`src/rtl/uart_frame_packer.sv`:
```
// -----------------------------------------------------------------------------
// uart_frame_packer
//
// Captures each averaged temperature sample with its warning flag and sends it
// to the UART transmitter as a 5-byte checksummed frame:
//   B0 = HEADER, B1 = sequence number, B2 = sample, B3 = {6'b0, ovr, warn},
//   B4 = two's-complement checksum (8-bit sum of B0..B4 is zero).
// One sample can wait in a pending register while a frame is being sent; if a
// second sample arrives before the pending one is taken, the older one is lost
// and the overrun condition is recorded.
//
// Ports:
//   clk           system clock
//   rst_n         asynchronous active-low reset
//   sample_valid  one-cycle pulse, new averaged sample available
//   sample_data   averaged temperature, valid with sample_valid
//   temp_warn     hysteresis warning level, sampled with sample_data
//   tx_busy       UART transmitter busy
//   tx_start      one-cycle pulse, UART loads tx_data
//   tx_data       byte to transmit, held until the next byte is loaded
//   frame_active  high from frame load until the last byte completes
//   overrun       sticky overrun indicator, cleared only by reset
// -----------------------------------------------------------------------------
module uart_frame_packer #(
   parameter logic [7:0]  HEADER       = 8'hA5,
   parameter int unsigned BUSY_TIMEOUT = 16
) (
   input  logic       clk,
   input  logic       rst_n,
   input  logic       sample_valid,
   input  logic [7:0] sample_data,
   input  logic       temp_warn,
   input  logic       tx_busy,
   output logic       tx_start,
   output logic [7:0] tx_data,
   output logic       frame_active,
   output logic       overrun
);

   localparam int unsigned TW = $clog2(BUSY_TIMEOUT + 1);

   typedef enum logic [2:0] {
      IDLE,
      LOAD,
      SEND,
      WAIT_HI,
      WAIT_LO,
      NEXT
   } state_t;

   state_t        state;
   state_t        state_nxt;

   // pending sample buffer
   logic [7:0]    pend_data;
   logic          pend_warn;
   logic          pend_full;
   logic          ovr_flag;

   // frame contents, frozen at LOAD for the whole transmission
   logic [7:0]    seq;
   logic [7:0]    f_seq;
   logic [7:0]    f_sample;
   logic [7:0]    f_flags;
   logic [7:0]    f_csum;

   logic [2:0]    idx;
   logic [TW-1:0] to_cnt;
   logic          timeout;
   logic [7:0]    flags_nxt;
   logic [7:0]    csum_nxt;
   logic [7:0]    following_byte;

   assign timeout   = (to_cnt == TW'(BUSY_TIMEOUT));
   assign flags_nxt = {6'b0, ovr_flag, pend_warn};
   assign csum_nxt  = 8'h00 - (HEADER + seq + pend_data + flags_nxt);

   // byte that follows B[idx]; B0 is loaded directly at LOAD
   always_comb begin
      following_byte = f_csum;
      case (idx)
         3'd0:    following_byte = f_seq;
         3'd1:    following_byte = f_sample;
         3'd2:    following_byte = f_flags;
         default: following_byte = f_csum;
      endcase
   end

   always_ff @(posedge clk or negedge rst_n) begin
      if (!rst_n) begin
         state <= IDLE;
      end else begin
         state <= state_nxt;
      end
   end

   // tx_start is decoded from SEND and tx_busy so the first byte leaves in the
   // cycle after LOAD rather than one cycle later.
   always_comb begin
      state_nxt = state;
      tx_start  = 1'b0;
      case (state)
         IDLE: begin
            if (pend_full) state_nxt = LOAD;
         end
         LOAD: begin
            state_nxt = SEND;
         end
         SEND: begin
            if (!tx_busy) begin
               tx_start  = 1'b1;
               state_nxt = WAIT_HI;
            end
         end
         WAIT_HI: begin
            if (tx_busy)      state_nxt = WAIT_LO;
            else if (timeout) state_nxt = NEXT;
         end
         WAIT_LO: begin
            if (!tx_busy) state_nxt = NEXT;
         end
         NEXT: begin
            state_nxt = (idx == 3'd4) ? IDLE : SEND;
         end
         default: begin
            state_nxt = IDLE;
         end
      endcase
   end

   always_ff @(posedge clk or negedge rst_n) begin
      if (!rst_n) begin
         pend_data    <= '0;
         pend_warn    <= 1'b0;
         pend_full    <= 1'b0;
         ovr_flag     <= 1'b0;
         overrun      <= 1'b0;
         seq          <= '0;
         f_seq        <= '0;
         f_sample     <= '0;
         f_flags      <= '0;
         f_csum       <= '0;
         idx          <= '0;
         to_cnt       <= '0;
         tx_data      <= '0;
         frame_active <= 1'b0;
      end else begin
         // A sample arriving during LOAD refills the slot being emptied, so it
         // does not count as an overrun.
         if (sample_valid) begin
            pend_data <= sample_data;
            pend_warn <= temp_warn;
            pend_full <= 1'b1;
            if (pend_full && (state != LOAD)) begin
               ovr_flag <= 1'b1;
               overrun  <= 1'b1;
            end
         end else if (state == LOAD) begin
            pend_full <= 1'b0;
         end

         if (state == LOAD) begin
            f_seq        <= seq;
            f_sample     <= pend_data;
            f_flags      <= flags_nxt;
            f_csum       <= csum_nxt;
            ovr_flag     <= 1'b0;
            tx_data      <= HEADER;
            frame_active <= 1'b1;
            idx          <= '0;
         end

         if (state == SEND) begin
            to_cnt <= '0;
         end else if ((state == WAIT_HI) && !tx_busy && !timeout) begin
            to_cnt <= to_cnt + TW'(1);
         end

         if (state == NEXT) begin
            if (idx == 3'd4) begin
               seq          <= seq + 8'd1;
               frame_active <= 1'b0;
            end else begin
               idx     <= idx + 3'd1;
               tx_data <= following_byte;
            end
         end
      end
   end

endmodule

```
`config.mk`:
```
export PLATFORM = sky130hd
export DESIGN_NAME = uart_frame_packer
export DESIGN_NICKNAME = d
export VERILOG_FILES = /design/src/rtl/uart_frame_packer.sv
export SDC_FILE = /design/constraint.sdc
export NUM_CORES = 1
export LEC_CHECK = 0
export CAP_MARGIN = 10
export CELL_PAD_IN_SITES_DETAIL_PLACEMENT = 0
export CELL_PAD_IN_SITES_GLOBAL_PLACEMENT = 1
export CORE_MARGIN = 2
export CORE_UTILIZATION = 43
export CTS_BUF_LIST = sky130_fd_sc_hd__clkbuf_4
export CTS_CLUSTER_DIAMETER = 150
export DETAILED_ROUTE_END_ITERATION = 16
export PLACE_DENSITY_LB_ADDON = 0.1
export SYNTH_ARGS = -nofsm -noshare
export SYNTH_HDL_FRONTEND = slang
export SYNTH_SLANG_ARGS = --single-unit
export TNS_END_PERCENT = 30
```
`constraint.sdc`:
```
create_clock -name clk -period 2.4 [get_ports clk]
set_clock_uncertainty 0.05 [all_clocks]
set_input_delay 0.48 -clock clk [delete_from_list [all_inputs] [get_ports clk]]
set_output_delay 0.48 -clock clk [all_outputs]
set_load 0.005 [all_outputs]
```
==> Flow_metrics.wiki, run 1 <==
{| class="wikitable"
! Metric !! Value
|-
| Most frequent cells in the layout || 69 x sky130_fd_sc_hd__nand2_1, 66 x sky130_fd_sc_hd__dfrtp_1, 22 x sky130_fd_sc_hd__clkdlybuf4s50_1
|-
| Number of global-route vias before repair || 2496
|-
| Pwr per Cell Area || 867 nW/um^2
|-
| Total wirelength of the detailed-routed design || 7.30 mm
|-
| Cell chain of the critical path || ha_4, fa_2, inv_1, ha_2, inv_2, fa_2, nor2b_1, o21ai_1, nor3b_1, o31ai_1
|-
| Drt first-iter violations || 93
|-
| Initial cell density of the core || 44.2%
|-
| Kind of end point of the critical path || flop
|-
| Clock-pin slew reported for the worst setup and hold paths after clock tree synthesis || 110 ps
|-
| Post-place instance area || approximately 3800 sq um
|-
| FMAX || 0.429 GHz
|-
| Placer's final routability congestion estimate || 0.783
|-
| Leading area contributor after synthesis || sky130_fd_sc_hd__dfrtp_1
|-
| IO Count || 24
|-
| Maximum Capacitance Violations || 0
|-
| Core box area || 7690 sq um
|-
| Area of the mapped netlist || 3390 sq um
|-
| Most common cell after layout, fill and taps aside || sky130_fd_sc_hd__nand2_1
|-
| Final HPWL DP || 5.02 mm
|-
| Maximum number of pins on one net before global-route repair || between 60 and 70
|-
| Clock latency on the worst-skew pair || approximately 400 ps
|-
| Row cnt || 32
|-
| Most common cell type on the critical path || sky130_fd_sc_hd__fa_2
|-
| CP Max Fanout || 2
|-
| Slew of the pin with the lowest slew margin || approximately 500 ps
|-
| Crit-path max cell delay || ~420 ps
|-
| Arrival time reported for the critical path endpoint || 2580 ps
|-
| Post-layout minimum cycle time || approximately 2300 ps
|-
| Area enclosed by the die boundary || 8620 sq um
|-
| Setup violations, final || 0
|-
| CTS Root Buffer Type || sky130_fd_sc_hd__clkbuf_4
|-
| Worst ir drop on vdd || 0.287 mV
|-
| Worst Path Class, Setup || flop to flop
|-
| Syn. warnings || 0
|-
| Endpoints failing hold || 0
|-
| Worst path buffer plus inverter count || 2
|-
| First-pass iteration count of the detailed router || 5
|-
| Average vias per placed instance || 5.11
|-
| Total of flip-flops plus latches after synthesis || 66
|-
| Net count after synthesis || 377
|-
| Post-route design area || 3920 sq um
|-
| Number of slew-limit violations in the final report || 0
|-
| Number of I/O port buffers || 23
|-
| Number of inserted diodes || 0
|-
| Critical path startpoint category || flop
|-
| Antenna violations before repair || 0
|-
| Leading cell types by total area after synthesis || sky130_fd_sc_hd__dfrtp_1 49%, sky130_fd_sc_hd__ha_1 8.5%, sky130_fd_sc_hd__nand2_1 7.6%
|-
| Number of hold buffers added after cts || 0
|-
| Global-route wire length before repair || 12.7 mm
|-
| Relative slew slack || 66.7%
|-
| Number of vias after detailed routing || 2448
|-
| Worst Hold Class || primary input to async pin
|-
| Slowest cell on crit path || sky130_fd_sc_hd__dfrtp_1
|-
| Max Buffers Root-to-Sink || 2
|-
| TritonCTS buffer count || 9
|-
| Cells after Synth || 338
|-
| Yosys cell types || 46
|-
| Die Width || 92.9 microns
|-
| Post-route fraction of the period consumed by the critical path || 97.0%
|-
| Height of the chip || 92.9 microns
|-
| Core occupancy in the finished layout || 51.0%
|-
| Total power of the final layout || 3.40 mW
|-
| Syn avg cell area || 10.0 sq um
|-
| Routed wire length per instance || 15.2 microns
|-
| Leakage component of the power || approximately 1.9 nW
|-
| Number of sinks on the clock net || 66
|-
| Area growth from synthesis to layout || 15.4%
|-
| Sequential area share after synthesis || between 40% and 50%
|-
| RSZ-0062 raised after global routing || yes
|-
| DRC violations left || 0
|-
| Ratio of cells with drive above 1 in the final layout || 16.2%
|-
| Result of the run || finished, final reports clean
|-
| Largest delay contributor family on the critical path || adder cells
|-
| Worst path required time || around 2700 ps
|-
| Fin Hold WS || 20.1 ps
|-
| Number of nets with antenna violations after routing || 0
|-
| NumNets Final || 413
|-
| Maximum level of the CTS H-tree || 3
|-
| Grt total ovfl || 0
|-
| GR Util All Layers || 19.2%
|-
| CTS tree || done
|-
| Proportion of netlist area held by the largest area contributor || 48.7%
|}
==> worst paths after layout <==
check | startpoint | endpoint | slack [ps] | cells past startpoint
max | pend_data[1]$_DFFE_PN0P_ | f_csum[6]$_DFFE_PN0P_ | 70 | 10
min | rst_n | tx_data[3]$_DFF_PN0_ | 20 | 2
max reg2reg | pend_data[1]$_DFFE_PN0P_ | f_csum[6]$_DFFE_PN0P_ | 70 | 10
min reg2reg | overrun$_DFFE_PN0P_ | overrun$_DFFE_PN0P_ | 430 | 1
max in group asynchronous | rst_n | f_sample[6]$_DFFE_PN0P_ | 1980 | 2
min in group clk | overrun$_DFFE_PN0P_ | overrun$_DFFE_PN0P_ | 430 | 1
==> cells by family after synthesis <==
group / synth area share (%)
AO/OA/AOI/OAI: 11.5
buffers and inverters: 5.86
adder cells (fa/ha/maj): 10.2
flip-flops: 48.7
AND/OR/NAND/NOR: 16.9
multiplexers: 3.76
XOR/XNOR: 3.10
==> registers in the layout, indices dropped and copies added (netlist names), 2 cells and up <==
name,count
idx,3
f_seq,8
seq,8
f_csum,8
to_cnt,5
state,3
f_sample,8
tx_data,8
f_flags,2
pend_data,8
==> worst register-to-register path, delay by kind of cell (launching register included) <==
kind                     cells  cell delay (ps)
AO/OA/AOI/OAI                2              280
flip-flops                   1              420
buffers and inverters        2              100
AND/OR/NAND/NOR              2              270
adder cells (fa/ha/maj)      4             1110
==> synth_stat cells (all sizes together) <==
| cell | instances |
|---|---|
| a211oi | 3 |
| a21boi | 1 |
| a21o | 2 |
| a21oi | 14 |
| a221oi | 1 |
| a222oi | 2 |
| a22o | 4 |
| a22oi | 7 |
| a31o | 1 |
| a31oi | 1 |
| a41o | 1 |
| and2 | 2 |
| and2b | 1 |
| and3 | 2 |
| and3b | 1 |
| and4 | 3 |
| and4bb | 1 |
| buf | 14 |
| clkbuf | 2 |
| dfrtp | 66 |
| fa | 3 |
| ha | 23 |
| inv | 23 |
| mux2 | 11 |
| nand2 | 70 |
| nand2b | 3 |
| nand3 | 10 |
| nand4 | 3 |
| nor2 | 18 |
| nor2b | 4 |
| nor3 | 2 |
| nor3b | 1 |
| o21ai | 22 |
| o31ai | 2 |
| or2 | 1 |
| or4b | 1 |
| xnor2 | 9 |
| xor2 | 3 |
==> stage by stage <==
stage | setup TNS (ps) | cells | worst slack, ps
after global placement | 0 | 461 | 31.6
after detailed placement | -37.4 | 461 | -37.4
after floorplan | 0 | 338 | 77.8
after CTS | 0 | 476 | 13.3
final | 0 | 479 | 71.1
after global routing | -78.7 | 479 | -78.7
==> report_power, final <==
part,internal (mW),switching (mW)
clock network,0.297,0.385
logic,0.481,0.677
registers,1.37,0.192
==> area by class of cell <==
type                            count  area [sq um]
Clock buffer                        9          67.6
Clock inverter                      5          47.5
Fill cell                         755          3770
Inverter                           23          86.3
Multi-Input combinational cell    233          1560
Sequential cell                    66          1650
Tap cell                          102           128
Timing Repair Buffer               41           373
==> per-layer routing <==
layer	vias up	part of all wire [%]	global-route usage [%]
met1	1186	51	27.8
li1	1217	-	-
met4	0	1.4	6.37
met2	36	45	29.3
met3	9	2.4	3.42
met5	-	0	0
==> what timing repair did <==
action	in CTS	in global routing
endpoints found under the setup margin	1	1
buffers inserted	1	3
gates cloned	0	0
pin swaps	2	4
gates resized for setup	4	5
endpoints found under the hold margin	0	0
Note: power is estimated with default switching activity, not from simulation.
==> run 2: changes to the inputs <==
CORE_MARGIN = 3   (was 2)
==> Flow_metrics.wiki, run 2 (synthesis gave the netlist of run 1 again) <==
{| class="wikitable"
! Metric !! Value
|-
| Largest delay contributor family on the critical path || adder cells
|-
| Maximum level of the CTS H-tree || 3
|-
| Number of inserted diodes || 0
|-
| Most common cell after layout, fill and taps aside || sky130_fd_sc_hd__nand2_1
|-
| Slew of the pin with the lowest slew margin || 520 ps
|-
| Number of I/O port buffers || 23
|-
| Antenna violations before repair || 0
|-
| Row cnt || 31
|-
| Slowest cell on crit path || sky130_fd_sc_hd__dfrtp_1
|-
| Maximum Capacitance Violations || 0
|-
| Clock-pin slew reported for the worst setup and hold paths after clock tree synthesis || 120 ps
|-
| TritonCTS buffer count || 9
|-
| Arrival time reported for the critical path endpoint || approximately 2600 ps
|-
| Kind of end point of the critical path || flop
|-
| Clock latency on the worst-skew pair || 400 ps
|-
| IO Count || 24
|-
| Post-route fraction of the period consumed by the critical path || between 90% and 100%
|-
| Worst path buffer plus inverter count || 2
|-
| Max Buffers Root-to-Sink || 2
|-
| Placer's final routability congestion estimate || 0.734
|-
| Area enclosed by the die boundary || 9000 sq um
|-
| Post-layout minimum cycle time || ~2300 ps
|-
| Endpoints failing hold || 0
|-
| Area growth from synthesis to layout || 16.7%
|-
| Number of nets with antenna violations after routing || 0
|-
| Sequential cell fraction of total power || 43.5%
|-
| Post-route design area || around 4000 sq um
|-
| Maximum number of pins on one net before global-route repair || 67
|-
| Core box area || 7450 sq um
|-
| Average vias per placed instance || 5.09
|-
| Drt first-iter violations || 99
|-
| Number of slew-limit violations in the final report || 0
|-
| Number of vias after detailed routing || 2428
|-
| Setup violations, final || 0
|-
| Proportion of power drawn by the clock network || 23.8%
|-
| Number of sinks on the clock net || 66
|-
| Relative slew slack || 65.4%
|-
| Worst Hold Class || primary input to async pin
|-
| Routed wire length per instance || ~15 microns
|-
| Ratio of cells with drive above 1 in the final layout || 16.9%
|-
| CTS Root Buffer Type || sky130_fd_sc_hd__clkbuf_4
|-
| Number of hold buffers added after cts || 0
|-
| NumNets Final || 412
|-
| Logic pwr share || 32.8%
|-
| Total wirelength of the detailed-routed design || 7.21 mm
|-
| Worst Path Class, Setup || flop to flop
|-
| Global-route wire length before repair || 12.1 mm
|-
| Most frequent cells in the layout || 69 x sky130_fd_sc_hd__nand2_1, 66 x sky130_fd_sc_hd__dfrtp_1, 22 x sky130_fd_sc_hd__clkdlybuf4s50_1
|-
| Fillcell total || 705
|-
| Pwr per Cell Area || between 800 and 900 nW/um^2
|-
| Leakage component of the power || 1.89 nW
|-
| Result of the run || finished, final reports clean
|-
| Cell chain of the critical path || ha_4, fa_2, inv_2, ha_4, inv_2, fa_2, nor2b_1, o21ai_1, nor3b_1, o31ai_1
|-
| First-pass iteration count of the detailed router || 4
|-
| GR Util All Layers || 17.9%
|-
| FMAX || about 0.44 GHz
|-
| Critical path startpoint category || flop
|-
| Post-place instance area || between 3000 and 4000 sq um
|-
| Height of the chip || 94.9 microns
|-
| Number of global-route vias before repair || between 2k and 2.5k
|-
| Switching power total || 1.29 mW
|-
| Worst reg-to-reg setup slack || between 100 and 150 ps
|-
| Grt total ovfl || 0
|-
| Sw Share || 36.3%
|-
| Core occupancy in the finished layout || 53.2%
|-
| Cell-internal power || 2.27 mW
|-
| DRC violations left || 0
|-
| CP Max Fanout || 2
|-
| CTS tree || done
|-
| Worst path required time || between 2000 and 3000 ps
|-
| Crit-path max cell delay || 440 ps
|-
| Initial cell density of the core || 45.6%
|-
| RSZ-0062 raised after global routing || no
|-
| Die Width || roughly 95 microns
|-
| Final HPWL DP || 4.94 mm
|-
| Worst ir drop on vdd || 0.308 mV
|}
## run 2: layout make-up
cell class	instances	area (sq um)	share of cell area, %
flip-flops and latches	66	1650	41.7
repair buffers	40	365	9.22
well taps	99	124	3.13
clock inverters	7	93.8	2.37
inverters	23	86.3	2.18
clock buffers	9	67.6	1.71
multi-input cells	233	1570	39.7
## run 2: worst paths after layout
kind                                             to                startpoint  cells past startpoint
hold reg to reg                f_seq[0]$_DFFE_PN0P_      f_seq[0]$_DFFE_PN0P_                      2
setup / recovery              f_csum[6]$_DFFE_PN0P_  pend_data[1]$_DFFE_PN0P_                     10
hold / removal                     idx[0]$_DFF_PN0_                     rst_n                      2
min in group clk               f_seq[0]$_DFFE_PN0P_      f_seq[0]$_DFFE_PN0P_                      2
max in group asynchronous  pend_data[2]$_DFFE_PN0P_                     rst_n                      2
setup reg to reg              f_csum[6]$_DFFE_PN0P_  pend_data[1]$_DFFE_PN0P_                     10
## run 2: what timing repair did
action | 4_1_cts | 5_1_grt
resized for setup | 8 | 3
pin swaps | 5 | 6
endpoints found under the hold margin | 0 | 0
endpoints found under the setup margin | 1 | 1
buffers inserted | 1 | 1
## run 2: metrics by stage
stage / hold slack, ps / cells / power (mW) / setup WS (ps) / TNS [ps]
5_1_grt: 30.2 / 477 / 3.84 / 4.51 / 0
4_1_cts: 28.5 / 476 / 3.60 / 0.0888 / 0
2_1_floorplan: 134 / 338 / 2.37 / 77.8 / 0
6_report: 21.6 / 477 / 3.56 / 113 / 0
3_5_place_dp: 416 / 459 / 2.73 / -36.4 / -36.4
3_3_place_gp: 408 / 459 / 2.72 / 25.9 / 0
## run 2: routing by layer
metal / wire length, microns / GRT usage [%] / part of all wire [%] / vias up
li1: - / - / - / 1217
met3: 238 / 3.19 / 3.3 / 10
met4: 116 / 6.49 / 1.6 / 0
met5: 0 / 0 / 0 / -
met2: 3260 / 26.1 / 45 / 46
met1: 3600 / 26.5 / 50 / 1155
## run 2: power groups by stage
stage / Sequential (mW) / Clock, mW / Combinational [mW]
after floorplan: 1.52 / 0 / 0.848
after global placement: 1.57 / 0 / 1.15
after detailed placement: 1.57 / 0 / 1.16
after CTS: 1.55 / 0.872 / 1.17
after global routing: 1.59 / 0.917 / 1.34
final: 1.55 / 0.847 / 1.17
==> run 3: changes to the inputs <==
GPL_TIMING_DRIVEN = 0   (was not set)
==> Flow_metrics.wiki, run 3 (synthesis gave the netlist of run 1 again) <==
{| class="wikitable"
! Metric !! Value
|-
| Area occupied by multi-input gates || between 1500 and 2000 sq um
|-
| NumNets Final || about 420
|-
| Routed wire length per instance || 15.2 microns
|-
| Worst ir drop on vdd || between 0.3 and 0.4 mV
|-
| Result of the run || complete, but fails checks
|-
| Number of nets with antenna violations after routing || 0
|-
| Post-layout minimum cycle time || between 2000 and 2500 ps
|-
| Total wirelength of the detailed-routed design || 7.33 mm
|-
| Ratio of cells with drive above 1 in the final layout || 16.8%
|-
| Worst Hold Class || primary input to async pin
|-
| Number of cells after detailed placement || 460
|-
| Row cnt || 31
|-
| DR WL met2 || between 3 and 4 mm
|-
| Maximum number of pins on one net before global-route repair || 67
|-
| Placer's final routability congestion estimate || between 0.7 and 0.8
|-
| Most frequent cells in the layout || 69 x sky130_fd_sc_hd__nand2_1, 66 x sky130_fd_sc_hd__dfrtp_1, 22 x sky130_fd_sc_hd__clkdlybuf4s50_1
|-
| Switching power total || 1.30 mW
|-
| Pwr per Cell Area || 917 nW/um^2
|-
| Critical path startpoint category || flop
|-
| Arrival time reported for the critical path endpoint || approximately 2700 ps
|-
| Relative slew slack || 43.2%
|-
| CTS tree || done
|-
| Endpoints failing hold || 0
|-
| Sw Share || 35.7%
|-
| CTS Root Buffer Type || sky130_fd_sc_hd__clkbuf_4
|-
| GR Util All Layers || 18.4%
|-
| Worst reg2reg path endpoint || f_csum[6]$_DFFE_PN0P_
|-
| Leakage component of the power || about 1.9 nW
|-
| Grt total ovfl || 0
|-
| Max Buffers Root-to-Sink || 2
|-
| Worst Path Class, Setup || flop to flop
|-
| Number of hold buffers added after cts || 0
|-
| Crit Reg-Reg Startpoint || seq[0]$_DFFE_PN0P_
|-
| Register area || roughly 1700 sq um
|-
| Cell-internal power || 2.34 mW
|-
| Number of sinks on the clock net || 66
|-
| Die Width || 94.9 microns
|-
| Post-place instance area || approximately 3700 sq um
|-
| Height of the chip || 94.9 microns
|-
| Final HPWL DP || 5.20 mm
|-
| First-pass iteration count of the detailed router || 5
|-
| Antenna violations before repair || 0
|-
| RSZ-0062 raised after global routing || yes
|-
| Kind of end point of the critical path || flop
|-
| Wire length on met1 || around 3.5 mm
|-
| Amount of wire on met3 after detailed routing || 265 microns
|-
| Number of inserted diodes || 0
|-
| Global-route wire length before repair || 12.4 mm
|-
| Clock-pin slew reported for the worst setup and hold paths after clock tree synthesis || 120 ps
|-
| Slew of the pin with the lowest slew margin || 851 ps
|-
| Number of global-route vias before repair || 2466
|-
| R2R depth || 12
|-
| Maximum level of the CTS H-tree || 3
|-
| Post-route fraction of the period consumed by the critical path || 100%
|-
| Number of I/O port buffers || 23
|-
| Uppermost layer routed || met4
|-
| Worst reg-to-reg setup slack || -3 ps
|-
| Core box area || 7450 sq um
|-
| Number of vias after detailed routing || 2447
|-
| Proportion of power drawn by the clock network || 23.4%
|-
| CP Max Fanout || 3
|-
| DRC violations left || 0
|-
| Fillcell total || 713
|-
| Area growth from synthesis to layout || 17.0%
|-
| Clock latency on the worst-skew pair || 410 ps
|-
| Total Negative Setup Slacks || -2.63 ps
|-
| Post-layout instance count excluding filler cells || 481
|-
| Total power of the final layout || 3.64 mW
|-
| Initial cell density of the core || a little under half
|-
| Average vias per placed instance || about 5.1
|-
| Worst path required time || 2680 ps
|-
| Number of slew-limit violations in the final report || 0
|-
| Maximum Capacitance Violations || 0
|-
| Worst setup slack after layout || -2.63 ps
|-
| Area enclosed by the die boundary || ~9000 sq um
|-
| Post-route design area || 3970 sq um
|-
| Sequential cell fraction of total power || 42.7%
|-
| TritonCTS buffer count || 9
|-
| Drt first-iter violations || 114
|-
| Logic pwr share || 33.9%
|-
| Setup violations, final || 1
|-
| IO Count || 24
|-
| Failing checks || setup timing
|-
| Most common cell after layout, fill and taps aside || sky130_fd_sc_hd__nand2_1
|-
| FMAX || 0.416 GHz
|}
[run 3: stage by stage]
| step | worst slack (ps) | utilization [%] | hold slack [ps] |
|---|---|---|---|
| 6_report | -2.63 | 53.3 | 89.1 |
| 5_1_grt | -108 | 53.3 | 133 |
| 4_1_cts | 3.50 | 53.1 | 124 |
| 3_5_place_dp | -162 | 50.3 | 414 |
| 3_3_place_gp | -1510 | 50.3 | 410 |
| 2_1_floorplan | 77.8 | - | 134 |
[run 3: what timing repair did]
action / CTS / global route
setup buffers: 3 / 2
gates resized for setup: 9 / 1
setup endpoints to repair: 2 / 1
cloned: 0 / 0
[run 3: layer usage]
metal	GRT usage, %	vias to the layer above
met5	0	-
met2	29.8	34
met1	24.8	1177
met3	3.67	10
li1	-	1226
met4	6.13	0
[run 3: worst max-delay path, cell delays in order, from the launching register on]
cell	delay, ps
sky130_fd_sc_hd__dfrtp_1	410
sky130_fd_sc_hd__inv_2	90
sky130_fd_sc_hd__fa_1	160
sky130_fd_sc_hd__inv_1	50
sky130_fd_sc_hd__fa_1	360
sky130_fd_sc_hd__inv_1	70
sky130_fd_sc_hd__ha_2	180
sky130_fd_sc_hd__inv_1	50
sky130_fd_sc_hd__fa_2	350
sky130_fd_sc_hd__nor2b_1	130
sky130_fd_sc_hd__o21ai_1	80
sky130_fd_sc_hd__nor3b_1	150
sky130_fd_sc_hd__o31ai_1	180
[run 3: layout make-up]
type,count,area share (%)
clock inverter,5,1.99
buffer,16,2.84
inverter,23,2.17
tap,99,3.12
multi-input combinational,233,39.5
clock buffer,11,2.08
sequential,66,41.6
timing repair buffer,28,6.68
[run 3: worst max path at each step]
stage                       start                    end  slack, ps  depth (start not counted)
2_1_floorplan  seq[1]$_DFFE_PN0P_  f_csum[6]$_DFFE_PN0P_         80                         10
3_3_place_gp                rst_n     seq[4]$_DFFE_PN0P_      -1510                          1
3_5_place_dp   seq[1]$_DFFE_PN0P_  f_csum[6]$_DFFE_PN0P_       -160                         10
4_1_cts        seq[0]$_DFFE_PN0P_  f_csum[6]$_DFFE_PN0P_          3                         12
5_1_grt        seq[0]$_DFFE_PN0P_  f_csum[6]$_DFFE_PN0P_       -110                         12
6_report       seq[0]$_DFFE_PN0P_  f_csum[6]$_DFFE_PN0P_         -3                         12
[run 3: power groups by stage]
stage | logic, mW | clock network [mW] | registers (mW)
final | 1.24 | 0.851 | 1.55
after global routing | 1.41 | 0.928 | 1.59
after CTS | 1.25 | 0.880 | 1.56
after detailed placement | 1.23 | 0 | 1.57
after global placement | 1.22 | 0 | 1.57
after floorplan | 0.848 | 0 | 1.52
